<file path="config.mk">
export PLATFORM = sky130hd
export DESIGN_NAME = free_list_flat
export DESIGN_NICKNAME = d
export VERILOG_FILES = /design/src/rtl/rename_pkg.sv /design/src/rtl/free_list_if.sv /design/src/rtl/slot_prefix_count.sv /design/src/rtl/free_list.sv /design/src/flat_wrapper.sv
export SDC_FILE = /design/constraint.sdc
export NUM_CORES = 1
export LEC_CHECK = 0
export BUFFER_PORTS_ARGS = -buffer_cell sky130_fd_sc_hd__buf_2
export CAP_MARGIN = 20
export CORE_UTILIZATION = 30
export DETAILED_ROUTE_END_ITERATION = 10
export PLACE_DENSITY = 0.45
export SLEW_MARGIN = 10
export SYNTH_ARGS = -nofsm -noshare
export SYNTH_HDL_FRONTEND = slang
export SYNTH_SLANG_ARGS = --single-unit
</file>
<file path="constraint.sdc">
create_clock -name clk -period 12.35 [get_ports clk]
set_input_delay 1.235 -clock clk [delete_from_list [all_inputs] [get_ports clk]]
set_output_delay 1.235 -clock clk [all_outputs]
set_load 0.01 [all_outputs]
</file>
<file path="src/rtl/rename_pkg.sv">
// rename_pkg: shared rename-stage sizes and register index types.
package rename_pkg;
  localparam int NUM_AREGS_DEF = 32;
  localparam int NUM_PREGS_DEF = 64;
  localparam int RENAME_WIDTH_DEF = 2;
  localparam int COMMIT_WIDTH_DEF = 2;
  localparam int FL_DEPTH = NUM_PREGS_DEF - NUM_AREGS_DEF;
  localparam int PREG_W = $clog2(NUM_PREGS_DEF);
  localparam int AREG_W = $clog2(NUM_AREGS_DEF);
  localparam int FL_CW = $clog2(FL_DEPTH + 1);
  typedef logic [PREG_W-1:0] preg_t;
  typedef logic [AREG_W-1:0] areg_t;
endpackage

</file>
<file path="src/rtl/free_list_if.sv">
// free_list_if: allocate/return bundle between rename, commit and the free list.
interface free_list_if import rename_pkg::*; #(
  parameter int PW = PREG_W,
  parameter int RW = RENAME_WIDTH_DEF,
  parameter int CMW = COMMIT_WIDTH_DEF,
  parameter int CW = FL_CW
);
  logic [RW-1:0] alloc_req;
  logic alloc_ready;
  logic [PW*RW-1:0] alloc_preg;
  logic [CMW-1:0] free_valid;
  logic [PW*CMW-1:0] free_preg;
  logic [CW-1:0] free_count;
  logic overflow_err;
  modport master(output alloc_req, free_valid, free_preg,
                 input alloc_ready, alloc_preg, free_count, overflow_err);
  modport slave(input alloc_req, free_valid, free_preg,
                output alloc_ready, alloc_preg, free_count, overflow_err);
endinterface

</file>
<file path="src/rtl/slot_prefix_count.sv">
// slot_prefix_count: per-slot count of set bits below each slot, plus total popcount.
module slot_prefix_count #(
  parameter int N = 2,
  localparam int W = $clog2(N + 1)
)(
  input  logic [N-1:0]   i_vec,
  output logic [W*N-1:0] o_prefix,
  output logic [W-1:0]   o_total
);
  logic [W-1:0] w_acc;
  always_comb begin
    o_prefix = '0;
    w_acc = '0;
    for (int k = 0; k < N; k++) begin
      o_prefix[k*W +: W] = w_acc;
      w_acc = w_acc + W'(i_vec[k]);
    end
    o_total = w_acc;
  end
endmodule

</file>
<file path="src/rtl/free_list.sv">
// free_list: circular FIFO of free physical registers with multi-slot allocate and return.
module free_list import rename_pkg::*; #(
  parameter int NUM_AREGS = NUM_AREGS_DEF,
  parameter int NUM_PREGS = NUM_PREGS_DEF,
  parameter int RENAME_WIDTH = RENAME_WIDTH_DEF,
  parameter int COMMIT_WIDTH = 2
)(
  input logic clk,
  input logic rst,
  free_list_if.slave bus
);
  localparam int DEPTH = NUM_PREGS - NUM_AREGS;
  localparam int PW = $clog2(NUM_PREGS);
  localparam int CW = $clog2(DEPTH + 1);
  localparam int AW = (DEPTH > 1) ? $clog2(DEPTH) : 1;
  localparam int RCW = $clog2(RENAME_WIDTH + 1);
  localparam int FCW = $clog2(COMMIT_WIDTH + 1);
  logic [PW-1:0] r_mem [DEPTH];
  logic [AW-1:0] r_head, r_tail;
  logic [CW-1:0] r_count;
  logic r_err;
  logic [RCW*RENAME_WIDTH-1:0] w_apfx;
  logic [RCW-1:0] w_nalloc;
  logic [FCW*COMMIT_WIDTH-1:0] w_fpfx;
  logic [FCW-1:0] w_nfree;
  logic w_fire, w_ovf;
  int w_next;
  function automatic logic [AW-1:0] wrap(input logic [AW-1:0] base, input int off);
    return AW'((int'(base) + off) % DEPTH);
  endfunction
  slot_prefix_count #(.N(RENAME_WIDTH)) u_alloc_cnt (
    .i_vec(bus.alloc_req), .o_prefix(w_apfx), .o_total(w_nalloc));
  slot_prefix_count #(.N(COMMIT_WIDTH)) u_free_cnt (
    .i_vec(bus.free_valid), .o_prefix(w_fpfx), .o_total(w_nfree));
  assign bus.alloc_ready = r_count >= CW'(RENAME_WIDTH);
  assign bus.free_count = r_count;
  assign bus.overflow_err = r_err;
  assign w_fire = bus.alloc_ready && w_nalloc != '0;
  assign w_next = int'(r_count) - (w_fire ? int'(w_nalloc) : 0) + int'(w_nfree);
  assign w_ovf = w_next > DEPTH;
  for (genvar k = 0; k < RENAME_WIDTH; k++) begin : g_slot
    assign bus.alloc_preg[k*PW +: PW] = r_mem[wrap(r_head, int'(w_apfx[k*RCW +: RCW]))];
  end
  // An overflowing return is dropped whole; the allocate half still proceeds.
  always_ff @(posedge clk) begin
    if (rst) begin
      for (int i = 0; i < DEPTH; i++) r_mem[i] <= PW'(NUM_AREGS + i);
      r_head <= '0;
      r_tail <= '0;
      r_count <= CW'(DEPTH);
      r_err <= 1'b0;
    end else begin
      if (w_fire) r_head <= wrap(r_head, int'(w_nalloc));
      if (!w_ovf) begin
        for (int k = 0; k < COMMIT_WIDTH; k++)
          if (bus.free_valid[k])
            r_mem[wrap(r_tail, int'(w_fpfx[k*FCW +: FCW]))] <= bus.free_preg[k*PW +: PW];
        r_tail <= wrap(r_tail, int'(w_nfree));
      end
      r_count <= CW'(w_ovf ? w_next - int'(w_nfree) : w_next);
      r_err <= r_err | w_ovf;
    end
  end
endmodule

</file>
<file path="src/flat_wrapper.sv">
// flat-port wrapper written by rule: the top's interface ports become plain ports
module free_list_flat import rename_pkg::*;
#(
  parameter int NUM_AREGS = NUM_AREGS_DEF,
  parameter int NUM_PREGS = NUM_PREGS_DEF,
  parameter int RENAME_WIDTH = RENAME_WIDTH_DEF,
  parameter int COMMIT_WIDTH = 2
)
  (clk, rst, bus_alloc_req, bus_free_valid, bus_free_preg, bus_alloc_ready, bus_alloc_preg, bus_free_count, bus_overflow_err);
  free_list_if #(.PW(6), .RW(2), .CMW(2), .CW(6)) bus_i ();
  input logic clk;
  input logic rst;
  input wire logic [$bits(bus_i.alloc_req)-1:0] bus_alloc_req;
  input wire logic [$bits(bus_i.free_valid)-1:0] bus_free_valid;
  input wire logic [$bits(bus_i.free_preg)-1:0] bus_free_preg;
  output wire logic [$bits(bus_i.alloc_ready)-1:0] bus_alloc_ready;
  output wire logic [$bits(bus_i.alloc_preg)-1:0] bus_alloc_preg;
  output wire logic [$bits(bus_i.free_count)-1:0] bus_free_count;
  output wire logic [$bits(bus_i.overflow_err)-1:0] bus_overflow_err;
  assign bus_i.alloc_req = bus_alloc_req;
  assign bus_i.free_valid = bus_free_valid;
  assign bus_i.free_preg = bus_free_preg;
  assign bus_alloc_ready = bus_i.alloc_ready;
  assign bus_alloc_preg = bus_i.alloc_preg;
  assign bus_free_count = bus_i.free_count;
  assign bus_overflow_err = bus_i.overflow_err;
  free_list #(.NUM_AREGS(NUM_AREGS), .NUM_PREGS(NUM_PREGS), .RENAME_WIDTH(RENAME_WIDTH), .COMMIT_WIDTH(COMMIT_WIDTH)) u_core (.clk(clk), .rst(rst), .bus(bus_i));
endmodule
</file>
==> results.md <==
Drt:
- In this run the remaining antenna-violating nets after routing total 0.
- The final routed wire length divided by cell count is 29.4 um.
- The first-iteration detailed-routing DRC count is 1538.
- Before antenna repair, the detailed router went through 5 iterations.
- Dividing the detail-routed via count by the number of cells gives 6.08.
- The number of vias in the routed layout is 12.6k.
- The overall routed net length is 61.0 mm.
- For this run, design rule violations remaining after detail routing come to 0.

Pwr:
- In this run the static leakage power is 4.57 nW.
- The power density relative to cell area is 191 nW/um^2.
- The worst-case IR drop observed on VDD is 168 uV.

STA:
- Setup repair after global routing left no endpoint under its margin.
- Summed over all failing endpoints, the final setup total negative slack is 0 ns.
- Across the routed clock network, the largest skew measured is 0.0245 ns.
- The hold violation total from the final report is 0.
- The final critical path takes up 54.6% of the cycle.
- Subtracting the final worst setup slack from the clock period gives 6.74 ns.
- The final count of pins violating max slew is 0.
- The transition time at the pin with the least slew margin is 1.16 ns.
- The total of endpoints with negative setup slack in the final report is 0.
- The upper clock frequency limit is 148 MHz.
- The headroom to the max-slew limit is 23.0%.

Layout:
- Of the cells placed in the final design, the portion with a size suffix greater than 1 is 19.3%.
- Compared with the post-synthesis result, the final layout area differs by 11.1%.
- Measured on the finished design, the core utilization comes to 33.7%.
- The net count reported at finish is 1435.

Setup path:
- STA classifies the critical path startpoint as a flip-flop.
- The setup path with the least slack is of type flip-flop to flip-flop.
- The slack of the worst reg-to-reg path is 5.61 ns.
- The biggest fanout along the worst timing path is 65.
- The delay of the slowest critical-path stage is 0.75 ns.
- The number of buffers and inverters on the critical path is 3.
- The kind of cell adding the most delay to the critical path is simple AND/OR/NAND/NOR gates.
- The endpoint identified for the worst register-to-register timing path is u_core.r_mem[15][5].
- The cell repeated most along the worst path is sky130_fd_sc_hd__nor2_1.
- The library cell contributing the largest single delay on the critical path is sky130_fd_sc_hd__o21ai_0.
- For the worst setup path, the data arrival time is 6.93 ns.
- At the worst endpoint, the required time is 12.54 ns.
- The worst register-to-register path has a depth of 22.
- Walking the worst path, the cells encountered are inv_1 -> ha_1 -> a21boi_0 -> o21ai_0 -> nor2b_1 -> and2_1 -> fa_1 -> fa_1 -> nor2b_4 -> o311a_1 -> nor2_1 -> nor2_1 -> nor2_1 -> ha_1 -> nand2b_1 -> a21oi_1 -> o21ai_1 -> nor4_2 -> nor2_4 -> buf_4 -> buf_4 -> o21ai_0.
- The critical path starts at u_core.bus.free_count[2].
- The source of the worst register-to-register timing path is u_core.bus.free_count[2].
- The kind of end point of the critical path is a flip-flop.

Placement:
- Routability-driven placement finished with a final weighted congestion of 0.893.
- The count of input and output buffers is 37.
- The sum of net half-perimeters after detailed placement is 40.3 mm.

Clock network:
- The number of buffers on the longest clock path is 3.
- Once the clock tree was built, the setup fixing pass inserted 0 buffers.
- CTS built an H-tree with a depth of 1.
- The number of buffers added by the clock tree synthesis step is 28.
- TritonCTS built the clock tree.
- The clock reaches the later pin of the worst-skew pair after 0.58 ns.
- After clock tree synthesis, the repair step resized 0 gates.
- After clock tree synthesis, the clock-pin slew on the worst setup and hold paths is 0.06 ns.
- The root buffer cell chosen for the clock tree is sky130_fd_sc_hd__clkbuf_16.
- In this run, post-CTS hold repair placed 0 buffers.
- The number of clock sinks is 214.

Run status:
- The flow ran to the end, and the final reports show no timing, DRC or antenna violations.

Synthesis:
- The combinational family with the most area after synthesis is multiplexers.
- The most instantiated flip-flop cell in the synthesis netlist is sky130_fd_sc_hd__edfxtp_1.
- The number of instances in the synthesized netlist is 1421.
- The sequential area share after synthesis is 41.9%.
- The number of distinct standard cells referenced by the synthesized netlist is 59.
- The flip-flop and latch count after synthesis is 214.
- The mapped netlist covers 14800 um^2.
- Yosys printed 0 warnings.
- The portion of netlist area occupied by mux cells is 21.1%.
- Of all flip-flops after synthesis, the portion carrying an async set or reset was 0%.
- The adder-cell area share of the yosys netlist is 2.79%.
- The number of flops mapped to enable cells by yosys is 192.
- Each instance of the synthesized netlist takes up on average 10.4 um^2.
- The post-synthesis compound-gate area fraction is 10.1%.
- The synthesized net count is 1469.
- The simple-gate share of the synthesized area is 18.7%.
- The synthesized netlist devotes 0.769% of its cell area to XOR and XNOR gates.

Die:
- The I/O pin count is 38.
- The floorplan die width is 224 um.
- The initial cell density of the core is 30.3%.
- The floorplan step set the die height to 224 um.
- The floorplan has 81 rows.
- The core region is 48800 um^2.
- The floorplan die area is 50200 um^2.

Min path:
- The worst hold path terminates at u_core.bus.overflow_err.
- The worst hold path begins at u_core.bus.overflow_err.
- In this run the worst hold path is classified as flip-flop to flip-flop.
- The count of cells along the worst hold path is 1.

Job:
- The tool flagged a number of max-cap violations equal to 0.

GRT:
- Entering global routing, the biggest net connects 105 pins.
- The remaining global-route overflow is 0.
- The overall track demand over capacity in global routing is 24.2%.
- The number of antenna violations at the first check in global routing came to 5.
- The first global-routing pass estimated 86.8 mm of wire.
- The via count of the first global-routing pass is 11.8k.
report_power, final:
| group | leakage, nW | switching [mW] | internal (mW) |
|---|---|---|---|
| registers | 1.77 | 0.0404 | 0.835 |
| clock network | 0.442 | 0.334 | 0.495 |
| logic | 2.36 | 0.976 | 0.467 |
| total | 4.57 | 1.35 | 1.80 |
routing by layer:
metal | vias up | wire, um | part of all wire, % | GRT usage (%)
met1 | 6260 | 24800 | 41 | 34.1
met5 | - | 19 | 0.031 | 0
met4 | 4 | 3410 | 5.6 | 12.1
met2 | 847 | 26200 | 43 | 35.8
li1 | 5332 | - | - | -
met3 | 170 | 6490 | 11 | 4.20
per-stage QoR:
stage / hold slack, ns / cell area [um^2] / power, mW / std cells / worst slack (ns)
floorplan: 0.509 / 14800 / 1.91 / 1421 / 6.81
global placement: 0.507 / 15500 / 2.29 / 2019 / 5.31
detailed placement: 0.493 / 15500 / 2.29 / 2020 / 5.22
CTS: 0.516 / 16400 / 3.12 / 2071 / 5.66
global route: 0.544 / 16400 / 3.28 / 2072 / 5.10
finish: 0.495 / 16400 / 3.15 / 2074 / 5.61
cell usage in the layout, fill, tap and decap left out, drive strengths merged, types with 38 or more instances in the layout:
cell and instances:
buf 67, or3 41, a21oi 95, nand2 188, o21ai 127, clkbuf 38, nor2 137, nor4 54
mux4 120, edfxtp 192
synth_stat cells, types with 3 or more instances:
cell type                   count  area (um^2)
sky130_fd_sc_hd__o21ai_0      126          631
sky130_fd_sc_hd__buf_1         11         41.3
sky130_fd_sc_hd__and3_1        32          200
sky130_fd_sc_hd__nand2b_1       6         37.5
sky130_fd_sc_hd__or3_1         41          257
sky130_fd_sc_hd__nor2_2        10         62.6
sky130_fd_sc_hd__buf_6          6         67.6
sky130_fd_sc_hd__nand3b_1       3         22.5
sky130_fd_sc_hd__clkbuf_1      86          323
sky130_fd_sc_hd__nor3_1        21          105
sky130_fd_sc_hd__nand3_1       33          165
sky130_fd_sc_hd__nand4_1       29          181
sky130_fd_sc_hd__mux2i_1       25          250
sky130_fd_sc_hd__ha_1          25          313
sky130_fd_sc_hd__a31oi_1       24          150
sky130_fd_sc_hd__edfxtp_1     192         5770
sky130_fd_sc_hd__nor2b_1       12         75.1
sky130_fd_sc_hd__dfxtp_1       22          440
sky130_fd_sc_hd__xnor2_1        7         61.3
sky130_fd_sc_hd__buf_2         25          125
sky130_fd_sc_hd__mux4_2       120         2700
sky130_fd_sc_hd__xor2_1         6         52.6
sky130_fd_sc_hd__nor4_1        53          332
sky130_fd_sc_hd__a21oi_1       95          475
sky130_fd_sc_hd__buf_4          3         22.5
sky130_fd_sc_hd__nand2_1      187          702
sky130_fd_sc_hd__inv_1         26         97.6
sky130_fd_sc_hd__fa_1           5          100
sky130_fd_sc_hd__a21o_1         3         22.5
sky130_fd_sc_hd__a211oi_1       3         22.5
sky130_fd_sc_hd__and2_1         8         50.1
sky130_fd_sc_hd__mux2_2        14          158
sky130_fd_sc_hd__o2111ai_1      3         26.3
sky130_fd_sc_hd__nor2_1       127          477
worst max-delay path by stage:
stage | cells after the start | endpoint | slack, ns
after floorplan | 20 | u_core.r_mem[0][0] | 6.81
after global placement | 19 | u_core.r_mem[21][3] | 5.31
after detailed placement | 19 | u_core.r_mem[8][5] | 5.22
after CTS | 22 | u_core.r_mem[2][3] | 5.66
after global routing | 22 | u_core.r_mem[10][0] | 5.10
final | 22 | u_core.r_mem[15][5] | 5.61
flip-flops by register name, indices dropped and copies added (netlist names), named ones only:
register	cells
u_core.r_head	5
u_core.bus.overflow_err	1
u_core.r_tail	5
u_core.bus.free_count	6
u_core.r_mem	192
cells by family (layout without fill, tap and decap cells):
| logic type | after synthesis | after routing |
|---|---|---|
| flops | 214 | 214 |
| xor+xnor | 13 | 13 |
| fa+ha+maj | 30 | 30 |
| simple gates | 574 | 574 |
| compound gates | 273 | 273 |
| buf+inv | 157 | 144 |
| other cells | 0 | 2 |
| mux | 160 | 160 |
final cells by class:
| class | instances | area (um^2) |
|---|---|---|
| timing repair buffer | 67 | 427 |
| clock inverter | 13 | 138 |
| multi-input combinational | 1050 | 7970 |
| antenna | 2 | 5.00 |
| sequential | 214 | 6210 |
| fill | 4998 | 32400 |
| inverter | 26 | 97.6 |
| tap | 664 | 831 |
| clock buffer | 38 | 769 |
Power figures use the tool's default switching activity.
